--- src/rtl/midi_msg_framer.sv ---
// midi_msg_framer: turns one MIDI channel-voice request into status/d1/d2 bytes
// and hands them to the UART one at a time over its send/ready handshake.
// Optional running-status mode drops a status byte that repeats the previous one.
module midi_msg_framer #(
   parameter logic [3:0] CHANNEL        = 4'd0,
   parameter bit         RUNNING_STATUS = 1'b0
) (
   input  logic       clk,
   input  logic       rst,
   input  logic       req_valid,
   input  logic [1:0] req_cmd,
   input  logic [6:0] req_d1,
   input  logic [6:0] req_d2,
   output logic       req_ready,
   output logic [7:0] tx_data,
   output logic       tx_send,
   input  logic       tx_ready,
   output logic       msg_done,
   output logic       busy
);

   typedef enum logic [1:0] {S_IDLE, S_SEND, S_GUARD, S_WAIT} state_t;

   state_t     state_q, state_d;
   logic [1:0] idx_q, idx_d;
   logic [7:0] status_q, status_d;
   logic [6:0] d1_q, d1_d;
   logic [6:0] d2_q, d2_d;
   logic [7:0] tx_data_q, tx_data_d;
   logic [7:0] last_status_q, last_status_d;
   logic       msg_done_q, msg_done_d;
   logic [3:0] type_nib;
   logic [7:0] req_status;

   // Map the 2-bit request code onto the MIDI status high nibble.
   always_comb begin
      type_nib = 4'h8;
      case (req_cmd)
         2'd0:    type_nib = 4'h8;
         2'd1:    type_nib = 4'h9;
         2'd2:    type_nib = 4'hB;
         default: type_nib = 4'hE;
      endcase
      req_status = {type_nib, CHANNEL};
   end

   assign req_ready = (state_q == S_IDLE);
   assign busy      = (state_q != S_IDLE);
   assign tx_send   = (state_q == S_SEND) && tx_ready;
   assign tx_data   = tx_data_q;
   assign msg_done  = msg_done_q;

   // Next-state logic: byte sequencing, GUARD spacer and running-status tracking.
   always_comb begin
      state_d       = state_q;
      idx_d         = idx_q;
      status_d      = status_q;
      d1_d          = d1_q;
      d2_d          = d2_q;
      tx_data_d     = tx_data_q;
      last_status_d = last_status_q;
      msg_done_d    = 1'b0;
      case (state_q)
         S_IDLE: begin
            if (req_valid) begin
               status_d = req_status;
               d1_d     = req_d1;
               d2_d     = req_d2;
               state_d  = S_SEND;
               if (RUNNING_STATUS && (req_status == last_status_q)) begin
                  idx_d     = 2'd1;
                  tx_data_d = {1'b0, req_d1};
               end else begin
                  idx_d     = 2'd0;
                  tx_data_d = req_status;
               end
            end
         end
         S_SEND: begin
            if (tx_ready) begin
               state_d = S_GUARD;
               if (idx_q == 2'd0) last_status_d = status_q;
               if (idx_q == 2'd2) msg_done_d = 1'b1;
            end
         end
         // The UART still shows ready on the cycle after a send; skip it.
         S_GUARD: state_d = S_WAIT;
         default: begin
            if (tx_ready) begin
               if (idx_q == 2'd2) begin
                  state_d = S_IDLE;
               end else begin
                  idx_d     = idx_q + 2'd1;
                  state_d   = S_SEND;
                  tx_data_d = (idx_q == 2'd0) ? {1'b0, d1_q} : {1'b0, d2_q};
               end
            end
         end
      endcase
   end

   // Control registers, cleared by reset (abandons any message in flight).
   always_ff @(posedge clk) begin
      if (rst) begin
         state_q       <= S_IDLE;
         idx_q         <= 2'd0;
         tx_data_q     <= 8'h00;
         last_status_q <= 8'h00;
         msg_done_q    <= 1'b0;
      end else begin
         state_q       <= state_d;
         idx_q         <= idx_d;
         tx_data_q     <= tx_data_d;
         last_status_q <= last_status_d;
         msg_done_q    <= msg_done_d;
      end
   end

   // Latched request payload; only meaningful while a message is in flight.
   always_ff @(posedge clk) begin
      status_q <= status_d;
      d1_q     <= d1_d;
      d2_q     <= d2_d;
   end

endmodule

--- config.mk ---
export PLATFORM = sky130hd
export DESIGN_NAME = midi_msg_framer
export DESIGN_NICKNAME = d
export VERILOG_FILES = /design/src/rtl/midi_msg_framer.sv
export SDC_FILE = /design/constraint.sdc
export NUM_CORES = 1
export LEC_CHECK = 0
export CAP_MARGIN = 20
export CORE_MARGIN = 2
export CORE_UTILIZATION = 45
export CTS_CLUSTER_DIAMETER = 40
export DETAILED_ROUTE_END_ITERATION = 16
export DONT_BUFFER_PORTS = 1
export MAX_ROUTING_LAYER = met4
export SLEW_MARGIN = 25
export SYNTH_ARGS = -nofsm -noshare
export SYNTH_HDL_FRONTEND = slang
export SYNTH_SLANG_ARGS = --single-unit
--- constraint.sdc ---
create_clock -name clk -period 2 [get_ports clk]
set_clock_uncertainty 0.1 [all_clocks]
set_input_delay 0.2 -clock clk [delete_from_list [all_inputs] [get_ports clk]]
set_output_delay 0.2 -clock clk [all_outputs]
set_load 0.05 [all_outputs]
# Yosys cells after proc, flatten, opt, wreduce, memory -nomap -nowiden
# Cells that the tools add are included.
[op_classes] n_eq_ne=8 bitwise_logic=3 add_sub_neg=1 mux=16 n_reduce_logical=12
[op_table] operator="8-bit two-way mux" count=3
[op_table] operator="8-bit one-hot mux with 2 select lines" count=1
[op_table] operator="2-bit two-way mux" count=6
[op_table] operator="3-bit one-hot mux with 3 select lines" count=1
[op_table] operator="7-bit two-way mux" count=1
[op_table] operator="2-bit equality test (second input constant)" count=3
[op_table] operator="2-bit logical NOT" count=3
[op_table] operator="2-bit != test (second input constant)" count=3
[op_table] operator="2-bit one-hot mux with 3 select lines" count=1
[op_table] operator="2-bit by 1-bit equality test with 1-bit output (second input constant)" count=2
[op_table] operator="2-bit one-hot mux with 2 select lines" count=1
[op_table] operator="4-bit AND reduction" count=1
[op_table] operator="2-bit nonzero test" count=2
[op_table] operator="1-bit inverter" count=3
[op_table] operator="3-bit AND reduction" count=1
[op_table] operator="3-bit nonzero test" count=1
[op_table] operator="3-bit OR reduction" count=1
[op_table] operator="2-bit by 1-bit adder with 2-bit output (second input constant)" count=1
[op_table] operator="1-bit two-way mux" count=2
[op_table] operator="2-bit AND reduction" count=1
[op_table] operator="2-bit OR reduction" count=1
[op_table] operator="1-bit logical AND" count=1
[totals] input_bits=20 wordCells=46 out_inout_bits=12 reg_bits=27

# Depth between registers and ports, before layout
[depth] ltp_word=5 mapped_depth=6 mapped_depth_nobuf=5

# Worst setup path before layout
# No wires, ideal clock.
[synth_timing] kind="register -> register" from="register state_q[0]" to="register tx_data_q[7] (netlist: tx_data[7])" t_arrival_ns=1.732 setup_time_ns=0.070 path_stages_with_launch=6 slack_ns=0.098 required_ns=1.830 path_cell_list="dfxtp_1 inv_1 ha_1 mux2i_2 o31ai_1 a21oi_1"
[synth_rtl] element="from (decl)" line_no="24" rtl="state_t state_q, state_d;"
[synth_rtl] element="from (signal assigned)" line_no="111" rtl="state_q <= state_d;"
[synth_rtl] element="2-bit logical NOT (*)"
[synth_rtl] element="named net req_ready" line_no="14" rtl="output logic req_ready,"
[synth_rtl] element="2-bit != test (no line) or 2-bit nonzero test (tied branches)"
[synth_rtl] element="4-bit AND reduction (no line)"
[synth_rtl] element="to (signal assigned)" line_no="113" rtl="tx_data_q <= tx_data_d;"
[synth_rtl] element="to (decl)" line_no="29" rtl="logic [7:0] tx_data_q, tx_data_d;"
# The timed path passes the listed nets; every way through them passes the cells marked *.
# A chain may end at the register's enable or synchronous reset.

# Final worst setup path
[layout_timing] from="register state_q[0]" to="output req_ready"
[layout_between] elab_chain_len=1
[layout_rtl] element="2-bit logical NOT" line_no="47" rtl="assign req_ready = (state_q == S_IDLE);"
[layout_rtl] element="to (decl)" line_no="14"
# No other way between the ends.

==> flow_results.org <==
** Place
- Post-placement worst setup slack :: 0.280 ns
- Final GP Congestion :: 0.851
- Detailed-placement wirelength estimate :: 1690 um
- # port buffers :: 0

** Logic synthesis
- Of the total synthesized cell area, the portion taken by full adders, half adders and majority gates is 0.0882.
- Library cell with the largest summed area after synthesis :: sky130_fd_sc_hd__edfxtp_1
- Mux share of post-synthesis cell area :: 0.0814
- Share of flip-flops with an asynchronous set or reset after synthesis :: 0
- Part of the Yosys area used for sequential elements :: 0.533
- Biggest area contributors in the synthesized netlist :: sky130_fd_sc_hd__edfxtp_1 (33%), sky130_fd_sc_hd__dfxtp_1 (20%), sky130_fd_sc_hd__ha_1 (8.8%), sky130_fd_sc_hd__mux2_2 (7.1%), sky130_fd_sc_hd__o31ai_1 (4.1%)
- Syn nets :: between 100 and 150
- Main combinational cell family by area after synthesis :: compound AO/OA/AOI/OAI gates
- Synth unique cells :: 28
- In this run, synthesis inferred 14 flip-flops with an integrated enable.
- The Yosys step of the flow raised 0 warnings.
- Of the total synthesized cell area, the portion taken by XOR and XNOR cells is 0.
- Number of flip-flops and latches in the synthesized netlist :: 27
- The mapped netlist covers about 1300 sq um.
- Synth Area in Compound Gates :: 0.130
- In this run the mean area of a mapped cell was 11.6 sq um.
- The share of synthesized area in the top cell type comes to 0.329.
- Of the total synthesized cell area, the portion taken by AND, OR, NAND and NOR gates is 0.122.
- Post-synth top flop :: sky130_fd_sc_hd__edfxtp_1
- Counting every instance in the synthesized netlist gives 110.

** CTS
- Clock tree buffer depth :: 2
- In this run the number of H-tree levels came out at 1.
- The tree built by TritonCTS fans out to 27 sinks.
- TritonCTS clock tree :: done
- Num CTS Buffers :: 3
- Clock slew seen by the registers of the worst setup and hold paths :: 0.15 ns
- Gates resized during post-CTS repair numbered 0.
- At the later pin of the worst-skew pair, clock insertion delay measures 0.34 ns.
- The root buffer cell chosen for the clock tree is sky130_fd_sc_hd__clkbuf_4.

** Drt
- Number of design rule violations left after detail routing :: 0
- The count of nets left with antenna violations once routing finished came out at 0.
- Via Count :: around 900
- Number of design-rule violations left by the first detailed-router iteration :: 17
- Final routed wire length divided by cell count :: roughly 15 um
- For this run, the detailed router's first-pass iteration total came to 4.
- Number of vias per cell after detailed routing :: 5.48
- Detailed Route WL :: 2450 um

** GRT
- Total routing usage reported by global routing :: 0.160
- The first global-routing pass estimated 3890 um of wire.
- Via count of the first global-routing pass :: 837
- Largest net degree at the start of global routing :: 18
- Global routing finished with a remaining overflow of 0.
- Antenna violations before repair :: 0

** Worst setup path
- Required arrival time at the worst endpoint :: 1.70 ns
- The worst setup path is captured at an output pin.
- Element type at the critical path start :: flop
- Largest driver fanout on the critical path :: 6
- Critical path type :: flop to output pin
- Data arrives at the worst endpoint at 1.50 ns.

** Power and ir drop
- Across the VDD grid, the largest voltage drop is 0.00102 V.
- After layout, the design draws a total of 2390 uW.
- Lkg Pwr :: between 0.0005 and 0.0006 uW
- PD cells :: approximately 1600 nW/um^2

** STA
- The number of max-slew violations in the final report came to 0.
- In the final timing run, aggregate negative setup slack is 0 ns.
- The worst path in the final design needs a cycle of 1.80 ns, including I/O delays and setup.
- Based on the critical path, the design can be clocked at up to 556 MHz.
- Rel. slew slack :: 0.582
- Final hold violation count :: 0
- Setup repair after global routing left no endpoint under its margin.
- Across all setup checks in the final design, the least slack found is 0.201 ns.
- For the pin with the worst max-slew slack, the measured transition is 0.626 ns.
- Of the available clock period, the critical path in the final layout requires 0.899.
- Setup violations remaining at the end of the flow were counted as 0.
- Across all hold checks on the routed design, the worst slack comes to approximately 0.06 ns.

** Hold path
- Hold/Removal Path Class :: primary input to flop

** Final layout
- Commonest cells after routing, fill and taps aside :: sky130_fd_sc_hd__dlygate4sd3_1 (16), sky130_fd_sc_hd__edfxtp_1 (14), sky130_fd_sc_hd__dfxtp_1 (13)
- Fraction of final layout cells sized beyond drive strength 1 :: 0.155
- Post-layout nets :: 159
- Most common cell after layout, fill and taps aside :: sky130_fd_sc_hd__dlygate4sd3_1
- Number of antenna repair diodes :: 0
- Counting the fill cells in the layout gives ~250.
- Relative to the synthesized area, the layout overhead comes to 18.8%.
- Area of the multi-input gates :: 538 sq um
- Summing all flip-flop and latch instances after layout gives 681 sq um.
- Final cell utilization of the core :: 0.555

** Floorplan
- For this configuration, the core starts out at a cell density of 0.467.
- Overall die width :: approximately 57 um
- The total area inside the core boundary comes to 2730 sq um.
- The die covers ~3300 sq um.
- Io pins :: 32
- The floorplan has 19 rows.
- Die H :: 57.3 um

** Flow run
- Max-cap violations in this run came to 0.

** Status
- Outcome :: finished, final reports clean
cells by family (layout without fill, tap and decap cells):
| kind of cell | count (synthesis) | in the layout |
|---|---|---|
| flip-flops | 27 | 27 |
| multiplexers | 9 | 9 |
| adder cells (fa/ha/maj) | 9 | 9 |
| AO/OA/AOI/OAI | 26 | 26 |
| buffers and inverters | 14 | 33 |
| AND/OR/NAND/NOR | 25 | 25 |
power by group:
part	leakage [uW]	internal, uW	switching [uW]
combinational	0.000319	428	616
sequential	0.000239	765	315
clock	0.0000183	81.5	180
routing by layer:
layer  global-route usage  up-vias  wire, um
met1                0.204      416      1040
met5                    -        -         0
li1                     -      439         -
met2                0.259       20      1300
met4               0.0399        0        20
met3               0.0363        2        93
worst paths after layout:
path | cells after the start | end | slack [ns] | from
worst max-delay path | 4 | req_ready | 0.20 | state_q[0]$_SDFFE_PP0P_
worst min-delay path | 2 | msg_done$_SDFF_PP0_ | 0.06 | tx_ready
worst max register to register | 5 | tx_data[2]$_SDFFE_PP0P_ | 0.23 | state_q[0]$_SDFFE_PP0P_
worst min register to register | 2 | idx_q[0]$_SDFFE_PP0P_ | 0.42 | idx_q[0]$_SDFFE_PP0P_
synthesized netlist by cell type (all sizes together) (3+ instances only):
master	number
a21oi	9
buf	3
clkbuf	3
dfxtp	13
edfxtp	14
ha	9
inv	8
mux2	8
nand2	5
nand2b	3
nand4	4
nand4b	4
o22ai	4
o31ai	7
flip-flops by register name, indices dropped and copies added, names as in the netlist:
signal	flops
d1_q	7
d2_q	7
idx_q	2
msg_done	1
state_q	2
tx_data	8
critical path, cell delays in order, from the launching register on:
cell and delay [ns]:
sky130_fd_sc_hd__dfxtp_1 0.42, sky130_fd_sc_hd__inv_1 0.11, sky130_fd_sc_hd__ha_1 0.28, sky130_fd_sc_hd__buf_4 0.18, sky130_fd_sc_hd__buf_4 0.18
stage by stage:
stage	cell area (sq um)	instances
CTS	1520	160
finish	1520	160
detailed placement	1330	140
global route	1520	160
floorplan	1280	110
global placement	1330	140
final cells by class:
type,instances,area share
sequential,27,0.449
inverter,8,0.0198
clock buffer,3,0.0149
timing repair buffer,21,0.130
clock inverter,1,0.00578
tap,31,0.0256
multi-input combinational,69,0.355
timing repair:
action                                  4_1_cts  5_1_grt
hold endpoints to repair                     24        0
setup buffers                                 0        0
hold buffers                                 16        0
endpoints found under the setup margin        0        0
Note: power is estimated with default switching activity, not from simulation.
